==> src/rtl/xosera_bus_bridge_pkg.sv <==
`default_nettype none
// ============================================================================
//  Module   : xv (package)
//  Purpose  : Shared constants, FSM state type and default parameters for the
//             Xosera host bus bridge.
//  Revision : 1.0 - initial release
// ============================================================================
package xv;

    // Host bus signal polarities
    localparam logic CS_ENABLED = 1'b0;
    localparam logic RnW_READ   = 1'b1;
    localparam logic RnW_WRITE  = 1'b0;

    // Default configuration
    localparam int DEFAULT_DATA_W        = 8;
    localparam int DEFAULT_REG_NUM_W     = 4;
    localparam int DEFAULT_SYNC_STAGES   = 2;
    localparam int DEFAULT_DTACK_TIMEOUT = 15;

    // Bridge transaction FSM
    typedef enum logic [1:0] {
        ST_IDLE      = 2'd0,
        ST_LATCH     = 2'd1,
        ST_READ_WAIT = 2'd2,
        ST_HOLD      = 2'd3
    } bus_state_t;

endpackage
`default_nettype wire

==> src/rtl/xosera_bus_sync.sv <==
`default_nettype none
// ============================================================================
//  Module   : xosera_bus_sync
//  Purpose  : Multi-stage synchronizer for asynchronous host bus inputs, with
//             a per-bit reset value supplied by the instantiating block.
//  Revision : 1.0 - initial release
// ============================================================================
module xosera_bus_sync #(
    parameter int WIDTH       = 1,
    parameter int SYNC_STAGES = 2
) (
    input  logic             clk,
    input  logic             reset_n_i,
    input  logic [WIDTH-1:0] rst_val_i,
    input  logic [WIDTH-1:0] d_i,
    output logic [WIDTH-1:0] q_o
);

    logic [SYNC_STAGES-1:0][WIDTH-1:0] stage_q;
    logic [SYNC_STAGES-1:0][WIDTH-1:0] stage_d;

    // Shift the raw inputs one stage deeper every clock
    always_comb begin
        stage_d = {stage_q[SYNC_STAGES-2:0], d_i};
    end

    // Synchronizer flops, reset to the inactive bus levels
    always_ff @(posedge clk or negedge reset_n_i) begin
        if (!reset_n_i) begin
            stage_q <= {SYNC_STAGES{rst_val_i}};
        end else begin
            stage_q <= stage_d;
        end
    end

    assign q_o = stage_q[SYNC_STAGES-1];

endmodule
`default_nettype wire

==> src/rtl/xosera_bus_bridge.sv <==
`default_nettype none
// ============================================================================
//  Module   : xosera_bus_bridge
//  Purpose  : Synchronizes an asynchronous host register bus and turns each
//             chip-select cycle into one registered core read/write strobe,
//             with read-data return and optional DTACK handshake.
//  Options  : XOSERA_BUS_DTACK_EN - provides bus_dtack_n_o plus a read-wait
//             timeout counter; without it timeout_o is tied low.
//  Revision : 1.0 - initial release
// ============================================================================
module xosera_bus_bridge
    import xv::*;
#(
    parameter int DATA_W        = DEFAULT_DATA_W,
    parameter int REG_NUM_W     = DEFAULT_REG_NUM_W,
    parameter int SYNC_STAGES   = DEFAULT_SYNC_STAGES,
    parameter int DTACK_TIMEOUT = DEFAULT_DTACK_TIMEOUT
) (
    input  logic                                            clk,
    input  logic                                            reset_n_i,
    // host side
    input  logic                                            bus_cs_n_i,
    input  logic                                            bus_rd_nwr_i,
    input  logic [REG_NUM_W + ((DATA_W == 8) ? 1 : 0) - 1:0] bus_addr_i,
    input  logic [DATA_W-1:0]                               bus_data_i,
    output logic [DATA_W-1:0]                               bus_data_o,
    output logic                                            bus_out_ena_o,
`ifdef XOSERA_BUS_DTACK_EN
    output logic                                            bus_dtack_n_o,
`endif
    // core side
    output logic                                            write_strobe_o,
    output logic                                            read_strobe_o,
    output logic [REG_NUM_W-1:0]                            reg_num_o,
    output logic                                            bytesel_o,
    output logic [DATA_W-1:0]                               data_o,
    input  logic [DATA_W-1:0]                               rd_data_i,
    input  logic                                            rd_ack_i,
    output logic                                            timeout_o
);

    localparam int AW = REG_NUM_W + ((DATA_W == 8) ? 1 : 0);
    localparam int SW = 2 + AW + DATA_W;

    // Reject illegal configurations at elaboration
    generate
        if (!(DATA_W == 8 || DATA_W == 16)) begin : g_bad_data_w
            $error("xosera_bus_bridge: DATA_W must be 8 or 16");
        end
        if (SYNC_STAGES < 2 || SYNC_STAGES > 3) begin : g_bad_sync
            $error("xosera_bus_bridge: SYNC_STAGES must be 2..3");
        end
        if (DTACK_TIMEOUT < 1 || DTACK_TIMEOUT > 255) begin : g_bad_timeout
            $error("xosera_bus_bridge: DTACK_TIMEOUT must be 1..255");
        end
    endgenerate

    // ------------------------------------------------------------------
    // Input synchronization: CS, RnW, address and data share one chain
    // ------------------------------------------------------------------
    logic [SW-1:0]        w_sync_in;
    logic [SW-1:0]        w_sync_out;
    logic [SW-1:0]        w_sync_rst;
    logic                 w_cs_s;
    logic                 w_rnw_s;
    logic [AW-1:0]        w_addr_s;
    logic [DATA_W-1:0]    w_data_s;
    logic                 w_cs_active;
    logic [REG_NUM_W-1:0] w_lat_reg_num;
    logic                 w_lat_bytesel;

    assign w_sync_in  = {bus_cs_n_i, bus_rd_nwr_i, bus_addr_i, bus_data_i};
    assign w_sync_rst = {~CS_ENABLED, RnW_READ, {(AW + DATA_W){1'b0}}};

    xosera_bus_sync #(
        .WIDTH       (SW),
        .SYNC_STAGES (SYNC_STAGES)
    ) u_sync (
        .clk       (clk),
        .reset_n_i (reset_n_i),
        .rst_val_i (w_sync_rst),
        .d_i       (w_sync_in),
        .q_o       (w_sync_out)
    );

    assign {w_cs_s, w_rnw_s, w_addr_s, w_data_s} = w_sync_out;
    assign w_cs_active = (w_cs_s == CS_ENABLED);

    // In 8-bit mode the address LSB selects the byte of the register
    generate
        if (DATA_W == 8) begin : g_addr_byte
            assign w_lat_reg_num = w_addr_s[AW-1:1];
            assign w_lat_bytesel = w_addr_s[0];
        end else begin : g_addr_word
            assign w_lat_reg_num = w_addr_s;
            assign w_lat_bytesel = 1'b0;
        end
    endgenerate

    // ------------------------------------------------------------------
    // Transaction FSM
    // ------------------------------------------------------------------
    bus_state_t           state_q, state_d;
    logic                 write_strobe_q, write_strobe_d;
    logic                 read_strobe_q, read_strobe_d;
    logic                 out_ena_q, out_ena_d;
    logic [DATA_W-1:0]    bus_data_q, bus_data_d;
    logic [REG_NUM_W-1:0] reg_num_q, reg_num_d;
    logic                 bytesel_q, bytesel_d;
    logic [DATA_W-1:0]    data_q, data_d;
`ifdef XOSERA_BUS_DTACK_EN
    logic                 dtack_n_q, dtack_n_d;
    logic                 timeout_q, timeout_d;
    logic [7:0]           cnt_q, cnt_d;
`endif

    // Next-state and registered-output computation
    always_comb begin
        state_d        = state_q;
        write_strobe_d = 1'b0;
        read_strobe_d  = 1'b0;
        out_ena_d      = out_ena_q;
        bus_data_d     = bus_data_q;
        reg_num_d      = reg_num_q;
        bytesel_d      = bytesel_q;
        data_d         = data_q;
`ifdef XOSERA_BUS_DTACK_EN
        dtack_n_d      = dtack_n_q;
        timeout_d      = 1'b0;
        cnt_d          = cnt_q;
`endif
        case (state_q)
            ST_IDLE: begin
                if (w_cs_active) begin
                    state_d = ST_LATCH;
                end
            end
            ST_LATCH: begin
                // CS must still be active one cycle later, otherwise it was a glitch
                if (w_cs_active) begin
                    reg_num_d = w_lat_reg_num;
                    bytesel_d = w_lat_bytesel;
                    data_d    = w_data_s;
                    case (w_rnw_s)
                        RnW_WRITE: begin
                            write_strobe_d = 1'b1;
`ifdef XOSERA_BUS_DTACK_EN
                            dtack_n_d      = 1'b0;
`endif
                            state_d        = ST_HOLD;
                        end
                        default: begin
                            read_strobe_d = 1'b1;
                            out_ena_d     = 1'b1;
`ifdef XOSERA_BUS_DTACK_EN
                            cnt_d         = 8'(DTACK_TIMEOUT);
`endif
                            state_d       = ST_READ_WAIT;
                        end
                    endcase
                end else begin
                    state_d = ST_IDLE;
                end
            end
            ST_READ_WAIT: begin
                // Host abort beats ack; ack beats timeout
                if (!w_cs_active) begin
                    out_ena_d = 1'b0;
                    state_d   = ST_IDLE;
                end else if (rd_ack_i) begin
                    bus_data_d = rd_data_i;
`ifdef XOSERA_BUS_DTACK_EN
                    dtack_n_d  = 1'b0;
`endif
                    state_d    = ST_HOLD;
                end
`ifdef XOSERA_BUS_DTACK_EN
                else if (cnt_q == 8'd1) begin
                    bus_data_d = '1;
                    timeout_d  = 1'b1;
                    dtack_n_d  = 1'b0;
                    cnt_d      = 8'd0;
                    state_d    = ST_HOLD;
                end else begin
                    cnt_d = cnt_q - 8'd1;
                end
`endif
            end
            ST_HOLD: begin
                if (!w_cs_active) begin
                    out_ena_d = 1'b0;
`ifdef XOSERA_BUS_DTACK_EN
                    dtack_n_d = 1'b1;
`endif
                    state_d   = ST_IDLE;
                end
            end
            default: begin
                state_d = ST_IDLE;
            end
        endcase
    end

    // State and output registers
    always_ff @(posedge clk or negedge reset_n_i) begin
        if (!reset_n_i) begin
            state_q        <= ST_IDLE;
            write_strobe_q <= 1'b0;
            read_strobe_q  <= 1'b0;
            out_ena_q      <= 1'b0;
            bus_data_q     <= '0;
            reg_num_q      <= '0;
            bytesel_q      <= 1'b0;
            data_q         <= '0;
`ifdef XOSERA_BUS_DTACK_EN
            dtack_n_q      <= 1'b1;
            timeout_q      <= 1'b0;
            cnt_q          <= 8'd0;
`endif
        end else begin
            state_q        <= state_d;
            write_strobe_q <= write_strobe_d;
            read_strobe_q  <= read_strobe_d;
            out_ena_q      <= out_ena_d;
            bus_data_q     <= bus_data_d;
            reg_num_q      <= reg_num_d;
            bytesel_q      <= bytesel_d;
            data_q         <= data_d;
`ifdef XOSERA_BUS_DTACK_EN
            dtack_n_q      <= dtack_n_d;
            timeout_q      <= timeout_d;
            cnt_q          <= cnt_d;
`endif
        end
    end

    assign write_strobe_o = write_strobe_q;
    assign read_strobe_o  = read_strobe_q;
    assign bus_out_ena_o  = out_ena_q;
    assign bus_data_o     = bus_data_q;
    assign reg_num_o      = reg_num_q;
    assign bytesel_o      = bytesel_q;
    assign data_o         = data_q;
`ifdef XOSERA_BUS_DTACK_EN
    assign bus_dtack_n_o  = dtack_n_q;
    assign timeout_o      = timeout_q;
`else
    assign timeout_o      = 1'b0;
`endif

endmodule
`default_nettype wire

==> config.mk <==
export PLATFORM = sky130hd
export DESIGN_NAME = xosera_bus_bridge
export DESIGN_NICKNAME = d
export VERILOG_FILES = /design/src/rtl/xosera_bus_bridge_pkg.sv /design/src/rtl/xosera_bus_sync.sv /design/src/rtl/xosera_bus_bridge.sv
export SDC_FILE = /design/constraint.sdc
export NUM_CORES = 1
export LEC_CHECK = 0
export CAP_MARGIN = 20
export CORE_AREA = 2 2 81 83
export CTS_CLUSTER_SIZE = 16
export DETAILED_ROUTE_END_ITERATION = 8
export DIE_AREA = 0 0 83 85
export GPL_TIMING_DRIVEN = 0
export PLACE_DENSITY_LB_ADDON = 0.15
export SKIP_CTS_REPAIR_TIMING = 1
export SYNTH_ARGS = -nofsm -noshare
export SYNTH_HDL_FRONTEND = slang
export SYNTH_SLANG_ARGS = --single-unit
==> constraint.sdc <==
create_clock -name clk -period 2.7 [get_ports clk]
set_input_delay 0.405 -clock clk [delete_from_list [all_inputs] [get_ports clk]]
set_output_delay 0.405 -clock clk [all_outputs]
set_load 0.05 [all_outputs]
# Word-level counts from Yosys, hierarchy flattened
# Cells that the tools add are included.
# W data, S select, Z words.
# word_totals
reg_bits	56
latchBits	0
ram_bits	0
rom_bits	0
out_inout_bits	25
wordCells	44
memories	0
# op_classes
n_addsub	0
n_mul	0
div	0
n_lt_le_gt_ge	0
eq_ne	9
n_shift	0
mux	17
n_bitwise	1
n_reduce_logical	7
# ops
op	count
$mux W1	10
$mux W2	5
$pmux W2 S4	1
$ne A2 B1 Y1 const B	3
$reduce_and A3 Y1	2
$eq A2 B2 Y1 const B	2
$ne A2 B2 Y1 const B	2
$reduce_and A4 Y1	1
$ne A3 B2 Y1 const B	1
$eq A2 B1 Y1 const B	1
$logic_not A2 Y1	1
$pmux W1 S2	1
$reduce_and A2 Y1	1
$reduce_bool A2 Y1	1
$reduce_or A2 Y1	1
$not A1 Y1	1

# Depth between registers and ports, before layout
# Gate-level depths: netlist (run 1).
# logic_depth
depth_word	4
depth_mapped	3

# Worst setup path after synthesis (run 1)
# Ideal clock, no wire load.
# synth_path
kind	register to register
from	reg state_q[1]
to	reg data_q[3] (netlist: data_o[3])
t_arrival_ns	1.232
required_ns	2.575
path_slack_ns	1.343
path_stages_with_launch	4
n_path_buf	1
synth_period_minus_slack_ns	1.357
path_cell_list	dfrtp_1 nor3b_4 buf_8 mux2_4
# synth_via
elab_chain_cells	2
# synth_lines
element	line	source
start, declared	xosera_bus_bridge.sv:103	bus_state_t state_q, state_d;
start signal, assigned	xosera_bus_bridge.sv:221	state_q <= state_d;
$eq A2 B1 Y1	xosera_bus_bridge.sv:132	case (state_q)
$reduce_and A2 Y1 (no source line)	n/a	
end signal, assigned	xosera_bus_bridge.sv:228	data_q <= data_d;
end, declared	xosera_bus_bridge.sv:110	logic [DATA_W-1:0] data_q, data_d;
# Every way passes these cells.
# A chain may end at the register's enable or synchronous reset.

# Worst setup path after layout (run 1)
# layout_path
from	reg reg_num_q[1] (netlist: reg_num_o[1])
to	out reg_num_o[1]
# layout_lines
element	line	source
start, declared	xosera_bus_bridge.sv:108	logic [REG_NUM_W-1:0] reg_num_q, reg_num_d;
start signal, assigned	xosera_bus_bridge.sv:226	reg_num_q <= reg_num_d;
end, declared	xosera_bus_bridge.sv:34	output logic [REG_NUM_W-1:0] reg_num_o,
# No word-level cell between the ends.

==> results of run 1 <==
[per-stage QoR]
step | util | setup TNS, ns | power, W
floorplan | - | 0 | 0.001470
global placement | 0.3825 | -14.26 | 0.001724
detailed placement | 0.3850 | 0 | 0.001737
CTS | 0.3995 | 0 | 0.002192
global route | 0.3995 | 0 | 0.002263
finish | 0.3995 | 0 | 0.002159
[synthesized netlist by cell type]
cell and instances:
a311oi_1 1, nor2b_1 1, a21boi_0 1, mux2_4 7
a21o_1 1, dfrtp_1 52, inv_1 1, buf_4 1
dfstp_2 4, nor3b_1 1, buf_2 1, conb_1 1
and4bb_1 1, nor2_1 2, nor3b_4 1, mux2_2 14
buf_8 1, and2_1 1
[area by class of cell]
class | count | area [µm²]
Sequential cell | 56 | 1406
Fill cell | 561 | 3726
Clock inverter | 3 | 21.27
Clock buffer | 5 | 68.82
Multi-Input combinational cell | 32 | 349.1
Tap cell | 77 | 96.34
Timing Repair Buffer | 50 | 505.5
Inverter | 1 | 3.754
Buffer | 3 | 27.53
[cell usage in the layout, fill, tap and decap left out]
| master | n |
|---|---|
| and2_1 | 1 |
| inv_6 | 1 |
| conb_1 | 1 |
| clkinv_2 | 1 |
| buf_4 | 1 |
| dfstp_2 | 4 |
| and4bb_1 | 1 |
| a21boi_0 | 1 |
| dfrtp_1 | 52 |
| buf_2 | 2 |
| nor3b_1 | 1 |
| mux2_2 | 14 |
| mux2_4 | 7 |
| nor2b_1 | 1 |
| a311oi_1 | 1 |
| buf_8 | 1 |
| buf_12 | 1 |
| clkbuf_8 | 5 |
| a21o_1 | 1 |
| clkdlybuf4s50_1 | 48 |
| inv_1 | 1 |
| nor2_1 | 2 |
| clkinvlp_4 | 1 |
| nor3b_4 | 1 |
[logic make-up (layout without fill, tap and decap cells)]
| logic type | Yosys count | in the layout |
|---|---|---|
| and+or+nand+nor | 7 | 7 |
| buffers and inverters | 4 | 62 |
| muxes | 21 | 21 |
| DFF | 56 | 56 |
| AOI/OAI and AO/OA | 3 | 3 |
| other | 1 | 1 |
[per-layer routing]
metal	global-route usage	vias to the layer above	wire length, µm
met4	0.04024	0	40
met5	0	-	0
met3	0.03794	4	201
met2	0.1349	31	1331
li1	-	419	-
met1	0.09545	463	1121
[power breakdown]
part	total (W)	switching, W	internal, W
sequential	0.00101	0.0000558	0.000956
combinational	0.000699	0.000423	0.000276
clock	0.000447	0.000262	0.000185
[flip-flops by register name, summed over array words and instances (netlist names)]
signal,cells
reg_num_o,4
u_sync.q_o,15
write_strobe_o,1
data_o,8
bus_data_o,8
bus_out_ena_o,1
u_sync.stage_d,15
state_q,2
read_strobe_o,1
bytesel_o,1
[worst paths after layout]
path / start / end
min in group clk: u_sync.stage_d[21] / u_sync.q_o[6]
hold reg to reg: u_sync.stage_d[21] / u_sync.q_o[6]
setup / recovery: reg_num_o[1] / reg_num_o[1]
hold / removal: reset_n_i / u_sync.stage_d[17]
setup reg to reg: state_q[1] / data_o[5]
max in group asynchronous: reset_n_i / u_sync.q_o[13]
==> impl_summary.txt, run 1 <==
----------------------------------------------------
[Global route]
  Global-route wire length before repair ... 4547 µm
  Maximum number of pins on one net before global-route repair ... 38
  Global-route congestion overflow total ... 0
  Number of antenna violations at the first check in global routing ... 0
  GR Util All Layers ... 0.08375
  Vias in the first global route ... 951

[Setup path]
  Number of cells on the critical path ... 1
  Setup crit end kind ... output pin
  Setup slack, reg-to-reg ... 1.15 ns
  Largest incremental delay on the critical path ... 0.81 ns
  Setup crit start kind ... flip-flop
  Cell family contributing the most delay on the critical path ... buffers and inverters
  CP Data Arrival Time ... 1.48 ns
  Crit Path Max Fanout ... 2
  Req. time, crit path ... 2.30 ns
  Worst setup path class ... flip-flop to output pin
  Crit-path slowest cell ... clkdlybuf4s50_1
  Reg2Reg Depth ... 3
  Cells traversed along the worst timing path ... clkdlybuf4s50_1
  Buffer and inverter count on the worst path ... 1

[Timing]
  Max Slew Vio Count ... 0
  Final Hold Viols ... 0
  Worst clock skew on the final layout ... 0.009171 ns
  Min Tclk post-route ... 1.884 ns
  Number of setup violations in the final report ... 0
  Max Fclk ... 0.5307 GHz
  RSZ-0062 raised after global routing ... no
  Max-slew headroom ... 0.6539
  Actual slew at the worst max-slew pin ... 0.5176 ns
  Smallest setup slack after layout ... 0.8155 ns
  Post-route clock period utilization ... 0.6979
  Hold slack ... 0.04091 ns

[Route]
  Avg WL per Cell ... 11.87 µm
  DR vias ... 917
  DR pass1 iterations ... 2
  Routed WL ... 2694 µm
  Antenna Violating Nets Remaining ... 0
  Detailed Route Iter0 Violations ... 10
  DRC viols ... 0
  Via count normalized by instance count ... 4.040

[Placement]
  HPWL after DPL ... 1949 µm
  RePlAce Congestion ... 0.7259
  Pre-CTS setup slack ... 0.9030 ns
  Placed standard-cell area ... 2389 µm²
  Instance count after placement with tap cells included ... 219
  Port Buf Inserts ... 49

[Synth]
  Share of the yosys chip area belonging to registers ... 0.7871
  Post-synth top area cell ... dfrtp_1
  Post-synthesis average cell area ... 19.42 µm²
  Total of warnings raised by yosys ... 0
  Portion of netlist area occupied by mux cells ... 0.1471
  Synthesized-area fraction occupied by and/or/nand/nor cells ... 0.03291
  Synth unique cells ... 18
  Adder and majority gate portion of the synthesized area ... 0
  Synthesized netlist net count ... 118
  Area share of the largest cell type after synthesis ... 0.7283
  Compound-Gate Fraction of Synth Area ... 0.01331
  Xor and xnor area share after synthesis ... 0
  Dominant combinational cell family by area after synthesis ... multiplexers
  Cells after Synth ... 92
  Dominant cells by area after synthesis ... dfrtp_1 (73%), mux2_2 (8.8%), dfstp_2 (5.9%), mux2_4 (5.9%), nor3b_4 (1.1%)
  Cell Area, Synth ... 1787 µm²
  Count of state elements after synthesis ... 56

[Floorplan]
  Number of cell rows ... 29
  Vertical die dimension ... 85 µm
  Number of top-level pins ... 51
  Die extent in x ... 83 µm
  Floorplan core area ... 6205 µm²
  Area of the die ... 7055 µm²
  Initial standard-cell utilization of the core ... 0.2880

[CTS]
  Clk pin slew, worst setup/hold paths ... 0.10 ns
  TritonCTS clock tree ... yes
  Root Buffer ... clkbuf_8
  Skew-Pair Late Insertion Delay ... 0.30 ns
  Clock Sinks ... 56
  Number of buffers added by the clock tree synthesis step ... 5
  Htree depth ... 2
  CTS max path bufs ... 2

[Power]
  Power density over the cells ... 870.9 nW/µm²
  Max rail drop VDD ... 0.3617 mV
  Leakage power of the design ... 1.066 nW

[Final layout]
  Final instance area ... 2479 µm²
  Synthesis-to-finish area growth ... 38.73%
  Number of antenna diodes ... 0
  Layout net count ... 175
  Post-route insts no fill ... 227
  Proportion of layout cells with a drive suffix above 1 ... 0.2600

[Flow run]
  Max cap viols ... 0

[Run status]
  Outcome ... completed

[Worst hold path]
  Worst hold-check path type ... input port to asynchronous set/reset pin

----------------------------------------------------
No activity file was read; power rests on OpenSTA's default activity.
==> inputs of run 2 (changes only) <==
Clock period 2.7 ns to 1.9 ns, I/O delays scaled along.
==> impl_summary.txt, run 2 (synthesis gave the netlist of run 1 again) <==
----------------------------------------------------
[Global route]
  GR Util All Layers ... 0.08375 (unchanged)
  Global-route wire length before repair ... 4547 µm (unchanged)
  Global-route congestion overflow total ... 0 (unchanged)
  Vias in the first global route ... 951 (unchanged)
  Maximum number of pins on one net before global-route repair ... 38 (unchanged)
  Number of antenna violations at the first check in global routing ... 0 (unchanged)

[Setup path]
  Largest incremental delay on the critical path ... 0.81 ns (about the same)
  Buffer and inverter count on the worst path ... 1 (unchanged)
  Req. time, crit path ... 1.62 ns (-0.68 ns)
  FF-to-FF Start ... state_q[1]
  Cell family contributing the most delay on the critical path ... buffers and inverters
  Reg2Reg Depth ... 3 (unchanged)
  Critical path launch point ... reg_num_o[1]
  Crit-path slowest cell ... clkdlybuf4s50_1
  Timing endpoint of the critical path ... reg_num_o[1]
  CP Data Arrival Time ... 1.48 ns (about the same)
  Crit Path Max Fanout ... 2 (unchanged)
  Setup slack, reg-to-reg ... 0.35 ns (-0.80 ns)
  Worst setup path class ... flip-flop to output pin
  Setup crit end kind ... output pin
  Capturing point of the worst reg2reg path ... data_o[5]
  Cells traversed along the worst timing path ... clkdlybuf4s50_1
  Setup crit start kind ... flip-flop
  Number of cells on the critical path ... 1 (unchanged)

[Timing]
  Sum of negative setup slack ... 0 ns (unchanged)
  Max Slew Vio Count ... 0 (unchanged)
  RSZ-0062 raised after global routing ... no
  Max Fclk ... 0.5667 GHz
  Worst clock skew on the final layout ... 0.009173 ns (+0.000002380 ns)
  Number of setup violations in the final report ... 0 (unchanged)
  Min Tclk post-route ... 1.765 ns
  Final Hold Viols ... 0 (unchanged)
  Actual slew at the worst max-slew pin ... 0.5177 ns (+0.00007141 ns)
  Hold slack ... 0.3548 ns (+0.3139 ns)
  Post-route clock period utilization ... 0.9287
  Max-slew headroom ... 0.6538 (about the same)

[Placement]
  Instance count after placement with tap cells included ... 219 (unchanged)
  Port Buf Inserts ... 49 (unchanged)
  Placed standard-cell area ... 2389 µm² (unchanged)
  RePlAce Congestion ... 0.7259 (unchanged)
  HPWL after DPL ... 1949 µm (unchanged)

[CTS]
  TritonCTS clock tree ... yes
  Clock Sinks ... 56 (unchanged)
  CTS max path bufs ... 2 (unchanged)
  Htree depth ... 2 (unchanged)
  Root Buffer ... clkbuf_8
  Number of buffers added by the clock tree synthesis step ... 5 (unchanged)
  Clk pin slew, worst setup/hold paths ... 0.10 ns (about the same)
  Skew-Pair Late Insertion Delay ... 0.30 ns (about the same)

[Route]
  Via count normalized by instance count ... 4.053 (+0.32%)
  DRC viols ... 0 (unchanged)
  Avg WL per Cell ... 11.85 µm (-0.14%)
  Routed WL ... 2702 µm (+0.30%)
  Antenna Violating Nets Remaining ... 0 (unchanged)
  Detailed Route Iter0 Violations ... 13 (+3)
  DR pass1 iterations ... 2 (unchanged)
  DR vias ... 924 (+0.76%)

[Floorplan]
  Number of cell rows ... 29 (unchanged)
  Floorplan core area ... 6205 µm² (unchanged)
  Die extent in x ... 83 µm (unchanged)
  Area of the die ... 7055 µm² (unchanged)
  Number of top-level pins ... 51 (unchanged)
  Initial standard-cell utilization of the core ... 0.2880 (unchanged)
  Vertical die dimension ... 85 µm (unchanged)

[Final layout]
  Post-route insts no fill ... 228 (+0.44%)
  Filler cell count in the final layout ... 561 (unchanged)
  Layout net count ... 176 (+0.57%)
  Proportion of layout cells with a drive suffix above 1 ... 0.2583 (-0.001722)
  Final instance area ... 2489 µm² (+0.40%)
  Leading cell type in the layout, fill and taps excluded ... dfrtp_1
  Number of antenna diodes ... 0 (unchanged)
  Synthesis-to-finish area growth ... 39.29%
  Total area of multi-input combinational cells ... 349.1 µm² (unchanged)
  Commonest cells after routing, fill and taps aside ... dfrtp_1 (52), clkdlybuf4s50_1 (48), mux2_2 (14)
  Register area ... 1406 µm² (unchanged)

[Power]
  Cell Int Power ... 0.002016 W (+42%)
  Switching power of the nets ... 0.001054 W (+42%)
  Switching part of the total power ... 0.3433 (about the same)
  Sequential Power Share ... 0.469 (about the same)
  Relative contribution of combinational cells to total power ... 0.324 (about the same)
  Overall power consumption ... 0.003069 W (+42%)
  Clk network pwr share ... 0.207 (about the same)
  Power density over the cells ... 1233 nW/µm² (+42%)
  Max rail drop VDD ... 0.5141 mV (+42%)
  Leakage power of the design ... 1.070 nW (+0.39%)

[Run status]
  Outcome ... completed

[Worst hold path]
  Worst hold-check path type ... flip-flop to flip-flop

[Flow run]
  Max cap viols ... 0 (unchanged)

----------------------------------------------------
-- run 2: changes by cell type in the layout (fill, tap and decap cells not counted) --
cell | before | now
dlygate4sd3_1 | 0 | 1
-- run 2: cell type report --
class / count / area share
buffer: 3 / 0.01106
multi-input combinational: 32 / 0.1403
sequential: 56 / 0.5651
clock inverter: 3 / 0.008547
inverter: 1 / 0.001508
clock buffer: 5 / 0.02765
timing repair buffer: 51 / 0.2071
tap: 77 / 0.03871
-- run 2: metrics by stage --
step                      worst slack [ns]  utilization
after global placement             -0.9585       0.3825
final                               0.1354       0.4011
after floorplan                     0.5427            -
after global routing               0.07211       0.4011
after CTS                           0.1146       0.3995
after detailed placement            0.2230       0.3850
-- run 2: power groups by stage --
stage / Sequential (W) / Combinational, W / Clock, W
2_1_floorplan: 0.00192 / 0.000169 / 0
5_1_grt: 0.00146 / 0.00103 / 0.000722
3_5_place_dp: 0.00146 / 0.00100 / 0
6_report: 0.00144 / 0.000995 / 0.000636
4_1_cts: 0.00144 / 0.00101 / 0.000666
3_3_place_gp: 0.00146 / 0.000993 / 0
-- run 2: how the worst min path moves through the flow --
stage | from | endpoint | depth (start not counted)
finish | u_sync.stage_d[21] | u_sync.q_o[6] | 0
global route | bus_rd_nwr_i | u_sync.stage_d[28] | 1
CTS | reset_n_i | u_sync.stage_d[17] | 1
detailed placement | reset_n_i | u_sync.stage_d[17] | 1
global placement | u_sync.stage_d[19] | u_sync.q_o[4] | 0
floorplan | reset_n_i | bus_data_o[0] | 0
-- run 2: metal layers --
layer / up-vias / track usage / share of wire
met5: - / 0 / 0
met4: 0 / 0.04024 / 0.015
met3: 4 / 0.03794 / 0.073
met2: 31 / 0.1349 / 0.50
met1: 467 / 0.09545 / 0.42
li1: 422 / - / -
==> inputs of run 3 (changes only) <==
Settings changed: CTS_CLUSTER_SIZE 16 to 25.
==> results of run 3 <==
Same layout as run 2: the final DEF is identical, and so are final timing and power.
